## src/rtl/npu_layer_seq.sv

```systemverilog
// rtl/npu_layer_seq.sv - autonomous conv/fc inference sequencer for the NPU datapath
module npu_layer_seq #(
  parameter int CONV_PIX   = 132,
  parameter int CHAN       = 10,
  parameter int FC1_GROUPS = 330,
  parameter int WADDR_W    = 9,
  parameter int TIMEOUT    = 4096
) (
  input  logic               clk,
  input  logic               rst,
  input  logic               start,
  input  logic               abort,
  output logic               busy,
  output logic               done,
  output logic               err,
  output logic [23:0]        result,
  output logic               conv_clear,
  output logic               conv_layer,
  output logic               conv_trigger,
  output logic               conv_save_done,
  input  logic               pixel_valid,
  output logic               psum_clear,
  output logic               wload_req,
  output logic [3:0]         wload_ch,
  input  logic               wload_ack,
  output logic               wmem_rd,
  output logic [WADDR_W-1:0] wmem_addr,
  input  logic [31:0]        wmem_rdata,
  output logic [3:0][7:0]    w_stream,
  output logic               fcn_start,
  output logic               fc1_next,
  input  logic               fc1_valid,
  input  logic               fcn_done,
  input  logic [23:0]        fcn_logit
);

  localparam int PIX_W = $clog2(CONV_PIX + 1);
  localparam int GRP_W = $clog2(FC1_GROUPS + 1);
  localparam int WD_W  = $clog2(TIMEOUT + 1);

  typedef enum logic [3:0] {
    S_IDLE, S_CONV1, S_C2_LOAD, S_C2_RUN, S_FC_START, S_FC_RD,
    S_FC_LOAD, S_FC_NEXT, S_FC_WAIT, S_FC2_WAIT, S_DONE, S_ERR
  } state_t;

  state_t             r_state;
  state_t             w_next;
  logic [PIX_W-1:0]   r_pix;
  logic [3:0]         r_ch;
  logic [GRP_W-1:0]   r_grp;
  logic [WD_W-1:0]    r_wdog;
  logic [23:0]        r_result;
  logic [3:0][7:0]    r_w_stream;
  logic               w_pass_end;
  logic               w_wait_state;
  logic               w_timeout;
  logic               w_grp_last;

  // A pass ends on the pixel strobe that brings the count to CONV_PIX
  assign w_pass_end   = pixel_valid && (r_pix == PIX_W'(CONV_PIX - 1));
  assign w_wait_state = (r_state == S_CONV1) || (r_state == S_C2_LOAD) || (r_state == S_C2_RUN) ||
                        (r_state == S_FC_WAIT) || (r_state == S_FC2_WAIT);
  assign w_timeout    = w_wait_state && (r_wdog == WD_W'(TIMEOUT - 1));
  assign w_grp_last   = (r_grp == GRP_W'(FC1_GROUPS - 1));
  assign result       = r_result;
  assign w_stream     = r_w_stream;

  // State register
  always_ff @(posedge clk or posedge rst) begin
    if (rst) r_state <= S_IDLE;
    else     r_state <= w_next;
  end

  // Next-state and Mealy outputs; abort overrides everything and lands in IDLE
  always_comb begin
    w_next         = r_state;
    busy           = 1'b0;
    done           = 1'b0;
    err            = 1'b0;
    conv_clear     = 1'b0;
    conv_layer     = 1'b0;
    conv_trigger   = 1'b0;
    conv_save_done = 1'b0;
    psum_clear     = 1'b0;
    wload_req      = 1'b0;
    wload_ch       = 4'd0;
    wmem_rd        = 1'b0;
    wmem_addr      = '0;
    fcn_start      = 1'b0;
    fc1_next       = 1'b0;
    case (r_state)
      S_IDLE: begin
        conv_clear = 1'b1;
        if (start) begin
          conv_clear   = 1'b0;
          conv_trigger = 1'b1;
          w_next       = S_CONV1;
        end
      end
      S_CONV1: begin
        busy = 1'b1;
        if (w_pass_end) begin
          conv_save_done = 1'b1;
          psum_clear     = 1'b1;
          conv_clear     = 1'b1;
          w_next         = S_C2_LOAD;
        end else if (w_timeout) begin
          w_next = S_ERR;
        end
      end
      S_C2_LOAD: begin
        busy     = 1'b1;
        wload_ch = r_ch;
        if (wload_ack) begin
          conv_layer   = 1'b1;
          conv_trigger = 1'b1;
          w_next       = S_C2_RUN;
        end else begin
          wload_req = 1'b1;
          if (w_timeout) w_next = S_ERR;
        end
      end
      S_C2_RUN: begin
        busy       = 1'b1;
        conv_layer = 1'b1;
        if (w_pass_end) begin
          conv_save_done = 1'b1;
          conv_clear     = 1'b1;
          w_next         = (r_ch == 4'(CHAN - 1)) ? S_FC_START : S_C2_LOAD;
        end else if (w_timeout) begin
          w_next = S_ERR;
        end
      end
      S_FC_START: begin
        busy      = 1'b1;
        fcn_start = 1'b1;
        w_next    = S_FC_RD;
      end
      S_FC_RD: begin
        busy      = 1'b1;
        wmem_rd   = 1'b1;
        wmem_addr = WADDR_W'(r_grp);
        w_next    = S_FC_LOAD;
      end
      S_FC_LOAD: begin
        busy   = 1'b1;
        w_next = S_FC_NEXT;
      end
      S_FC_NEXT: begin
        busy     = 1'b1;
        fc1_next = 1'b1;
        w_next   = S_FC_WAIT;
      end
      S_FC_WAIT: begin
        busy = 1'b1;
        if (fc1_valid)      w_next = w_grp_last ? S_FC2_WAIT : S_FC_RD;
        else if (w_timeout) w_next = S_ERR;
      end
      S_FC2_WAIT: begin
        busy = 1'b1;
        if (fcn_done)       w_next = S_DONE;
        else if (w_timeout) w_next = S_ERR;
      end
      S_DONE: begin
        done = 1'b1;
        if (start) begin
          done         = 1'b0;
          conv_trigger = 1'b1;
          w_next       = S_CONV1;
        end
      end
      S_ERR: begin
        err        = 1'b1;
        conv_clear = 1'b1;
      end
      default: w_next = S_IDLE;
    endcase
    if (abort) begin
      w_next         = S_IDLE;
      done           = 1'b0;
      err            = 1'b0;
      conv_clear     = 1'b1;
      conv_layer     = 1'b0;
      conv_trigger   = 1'b0;
      conv_save_done = 1'b0;
      psum_clear     = 1'b0;
      wload_req      = 1'b0;
      wload_ch       = 4'd0;
      wmem_rd        = 1'b0;
      wmem_addr      = '0;
      fcn_start      = 1'b0;
      fc1_next       = 1'b0;
    end
  end

  // Watchdog and pixel counters restart on every state change
  always_ff @(posedge clk or posedge rst) begin
    if (rst) begin
      r_wdog <= '0;
      r_pix  <= '0;
    end else if (w_next != r_state) begin
      r_wdog <= '0;
      r_pix  <= '0;
    end else begin
      r_wdog <= w_wait_state ? r_wdog + WD_W'(1) : '0;
      if (pixel_valid && ((r_state == S_CONV1) || (r_state == S_C2_RUN)))
        r_pix <= r_pix + PIX_W'(1);
    end
  end

  // Channel and weight-group indices
  always_ff @(posedge clk or posedge rst) begin
    if (rst) begin
      r_ch  <= 4'd0;
      r_grp <= '0;
    end else begin
      if (r_state == S_CONV1 && w_next == S_C2_LOAD)       r_ch <= 4'd0;
      else if (r_state == S_C2_RUN && w_next == S_C2_LOAD) r_ch <= r_ch + 4'd1;
      if (r_state == S_FC_START)                           r_grp <= '0;
      else if (r_state == S_FC_WAIT && w_next == S_FC_RD)  r_grp <= r_grp + GRP_W'(1);
    end
  end

  // Weight word capture and logit latch; both hold across DONE and abort
  always_ff @(posedge clk or posedge rst) begin
    if (rst) begin
      r_w_stream <= '0;
      r_result   <= 24'd0;
    end else begin
      if (r_state == S_FC_LOAD && w_next == S_FC_NEXT)  r_w_stream <= wmem_rdata;
      if (r_state == S_FC2_WAIT && w_next == S_DONE)    r_result   <= fcn_logit;
    end
  end

endmodule

```

## config.mk

```make
export PLATFORM = sky130hd
export DESIGN_NAME = npu_layer_seq
export DESIGN_NICKNAME = d
export VERILOG_FILES = /design/src/rtl/npu_layer_seq.sv
export SDC_FILE = /design/constraint.sdc
export NUM_CORES = 1
export LEC_CHECK = 0
export ABC_AREA = 1
export CAP_MARGIN = 20
export CORE_MARGIN = 2
export CORE_UTILIZATION = 25
export CTS_BUF_LIST = sky130_fd_sc_hd__clkbuf_2
export DETAILED_ROUTE_END_ITERATION = 10
export PLACE_DENSITY = 0.46
export SYNTH_ARGS = -nofsm -noshare
export SYNTH_HDL_FRONTEND = slang
export SYNTH_SLANG_ARGS = --single-unit
```

## constraint.sdc

```tcl
create_clock -name clk -period 3.5 [get_ports clk]
set_clock_uncertainty 0.15 [all_clocks]
set_input_delay 1.05 -clock clk [delete_from_list [all_inputs] [get_ports clk]]
set_output_delay 1.05 -clock clk [all_outputs]
set_load 0.05 [all_outputs]
```

==> impl_metrics.env <==
export IMPL_status="completed"
export IMPL_cts_num_sinks=94
export IMPL_grt_util_all_layers_pct=14.4
export IMPL_synth_xor_area_share_pct=2.94
export IMPL_drt_first_iter_violations=200
export IMPL_area_growth_pct=45.7
export IMPL_drive_gt1_share_pct=18.6
export IMPL_p_per_area_mw_per_mm2=257
export IMPL_drc=0
export IMPL_finalWeightedCongestion=0.855
export IMPL_ant_nets=0
export IMPL_antennaDiodeCount=0
export IMPL_place_hpwl_microns=11100
export IMPL_initial_core_util_pct=25.3
export IMPL_hold_ws_ns=0.356
export IMPL_finalHoldViolations=0
export IMPL_synth_area_sq_mm=0.00507
export IMPL_vias_per_cell=4.44
export IMPL_io_buffer_count=144
export IMPL_syn_nets=706
export IMPL_synth_mux_area_share_pct=0.197
export IMPL_dieArea_sq_mm=0.0214
export IMPL_fin_total_pwr_mw=1.90
export IMPL_die_w_microns=146
export IMPL_dr_pass1_iters=4
export IMPL_clkTransAtPathRegs_ns=0.24
export IMPL_hp_class="reg -> reg"
export IMPL_clkLatencyLatePin_ns=0.61
export IMPL_grt_max_degree=35
export IMPL_synthDominantCellAreaShare_pct=46.4
export IMPL_worst_slew_pin_slew_ns=0.817
export IMPL_seq_area_frac_synth_pct=46.4
export IMPL_period_needed_ns=3.39
export IMPL_crit_path_start_kind="input port"
export IMPL_avgSynthCellArea_sq_um=7.97
export IMPL_finalSetupViolCount=0
export IMPL_core_area_sq_mm=0.0200
export IMPL_setup_ws_ns=0.106
export IMPL_holdBufCountCts=0
export IMPL_fillers=2122
export IMPL_yosys_area_share_simple_pct=39.4
export IMPL_cts_inserted_buffers=9
export IMPL_synth_cell_types=37
export IMPL_cts_tree="built"
export IMPL_die_h_microns=146
export IMPL_boundaryPins=145
export IMPL_slew_headroom_pct=45.4
export IMPL_synth_top_family_by_area="simple AND/OR/NAND/NOR gates"
export IMPL_yosys_top_cells_area="dfrtp_1 (46%), nand2_1 (15%), nand3_1 (8.5%)"
export IMPL_clockBufferDepth=2
export IMPL_via_count=4730
export IMPL_fin_crit_sh_pct=97.0
export IMPL_syn_inst=636
export IMPL_synth_compound_area_share_pct=2.69
export IMPL_overflow=0
export IMPL_detail_route_wl_per_cell_microns=14.1
export IMPL_worstPathArrival_ns=2.19
export IMPL_finalMaxSlewViolations=0
export IMPL_yosysWarnings=0
export IMPL_end_kind="primary output"
export IMPL_htreeDepth=3
export IMPL_rows=52
export IMPL_p_leak_nw=3.50
export IMPL_rsz0062_at_grt="no"
export IMPL_ir_drop_mv=0.139
export IMPL_synth_top_area_cell="dfrtp_1"
export IMPL_grt_first_pass_wirelength_microns=24700
export IMPL_setup_tns_ns=0
export IMPL_criticalPathCategory="in -> out"
export IMPL_synth_adder_area_share_pct=1.48
export IMPL_clock_fmax_mhz=295
export IMPL_dp_slack_ns=-0.0752
export IMPL_cts_root_buf="clkbuf_2"
export IMPL_critical_path_max_fanout=6
export IMPL_final_net_count=861
export IMPL_grt_pass1_vias=4688
export IMPL_grt_antenna_before_repair=0
export IMPL_ys_ff_latch=94
export IMPL_cap_violations=0
export IMPL_crit_required_ns=2.30
export IMPL_drt_total_wl_microns=15000
layout make-up:
| class | count | area [sq um] | share of cell area (%) |
|---|---|---|---|
| inverter | 52 | 199 | 2.69 |
| multi-input combinational | 466 | 2460 | 33.4 |
| tap | 270 | 338 | 4.57 |
| clock buffer | 9 | 45.0 | 0.610 |
| sequential | 94 | 2360 | 31.9 |
| clock inverter | 7 | 73.8 | 0.999 |
| timing repair buffer | 168 | 1910 | 25.9 |
power breakdown:
| group | total, mW | leakage, nW | switching [mW] | internal (mW) |
|---|---|---|---|---|
| sequential | 1.11 | 1.29 | 0.00726 | 1.10 |
| clock | 0.575 | 0.0691 | 0.407 | 0.168 |
| combinational | 0.222 | 2.14 | 0.116 | 0.105 |
path summary, 6_finish.rpt:
check	slack, ns	end	cells past startpoint	startpoint
max reg2reg	0.93	result[8]	14	r_wdog[0]
max in group asynchronous	1.83	result[14]	3	rst
min	0.36	result[12]	2	result[12]
max	0.11	wload_ch[2]	6	abort
min reg2reg	0.36	result[12]	2	result[12]
min in group asynchronous	0.75	w_stream[8]	2	rst
logic make-up (layout without fill, tap and decap cells):
logic type	after synthesis	count (layout)
AND/OR/NAND/NOR	421	421
flip-flops	94	94
buffers and inverters	76	236
AO/OA/AOI/OAI	21	21
XOR/XNOR	17	17
adder cells (fa/ha/maj)	6	6
multiplexers	1	1
layer usage:
layer	up-vias	GRT usage (%)	routed length, microns
met5	-	0	0
met4	0	3.98	228
met3	11	5.03	1110
met2	147	23.1	6940
met1	2231	18.4	6760
li1	2341	-	-
Yosys cell counts, drive strengths merged:
library cell,n
nand3b,4
xnor2,2
inv,52
a21oi,7
clkbuf,8
buf,16
nor3,32
dfrtp,94
nand2,217
a21o,1
xor2,15
mux2i,1
or2,3
nand4,9
nor2,66
o211ai,1
o2111ai,1
o21ai,9
o221ai,1
nor4,1
nand3,89
ha,6
a31o,1
per-stage QoR:
step	util [%]	instances	area, sq um
3_5_place_dp	35.7	1046	7150
2_1_floorplan	-	636	5080
6_report	36.9	1066	7390
4_1_cts	36.4	1062	7300
5_1_grt	36.9	1066	7390
3_3_place_gp	35.7	1046	7150
state kept, by name (all words and copies together) (netlist names):
register / flops
result: 24
r_ch: 4
r_state: 4
r_grp: 9
r_wdog: 13
r_pix: 8
w_stream: 32
critical path, cell delays in order:
cell	delay, ns
clkdlybuf4s50_1	0.44
inv_2	0.14
nand2_1	0.08
buf_4	0.18
nor2_2	0.15
buf_12	0.16
cells in the final DEF, fill, tap and decap left out, types with 6 or more instances in the layout:
cell,netlist,routed
nor3_1,11,10
nor3_2,21,22
nand2_2,7,9
nor2_2,6,22
buf_4,2,21
nand3_1,86,86
nand2_1,208,205
nor2_1,56,37
buf_12,0,28
xor2_1,15,15
nor2_4,3,6
nand4_1,9,9
dfrtp_1,94,91
inv_1,48,45
clkdlybuf4s50_1,0,118
clkbuf_2,0,9
inv_2,4,6
ha_1,6,6
timing repair:
item / CTS / global route
resized for setup: 10 / 21
endpoints found under the setup margin: 20 / 20
pin swaps: 0 / 1
cloned: 0 / 0
setup buffers: 0 / 4
Power figures use the tool's default switching activity.
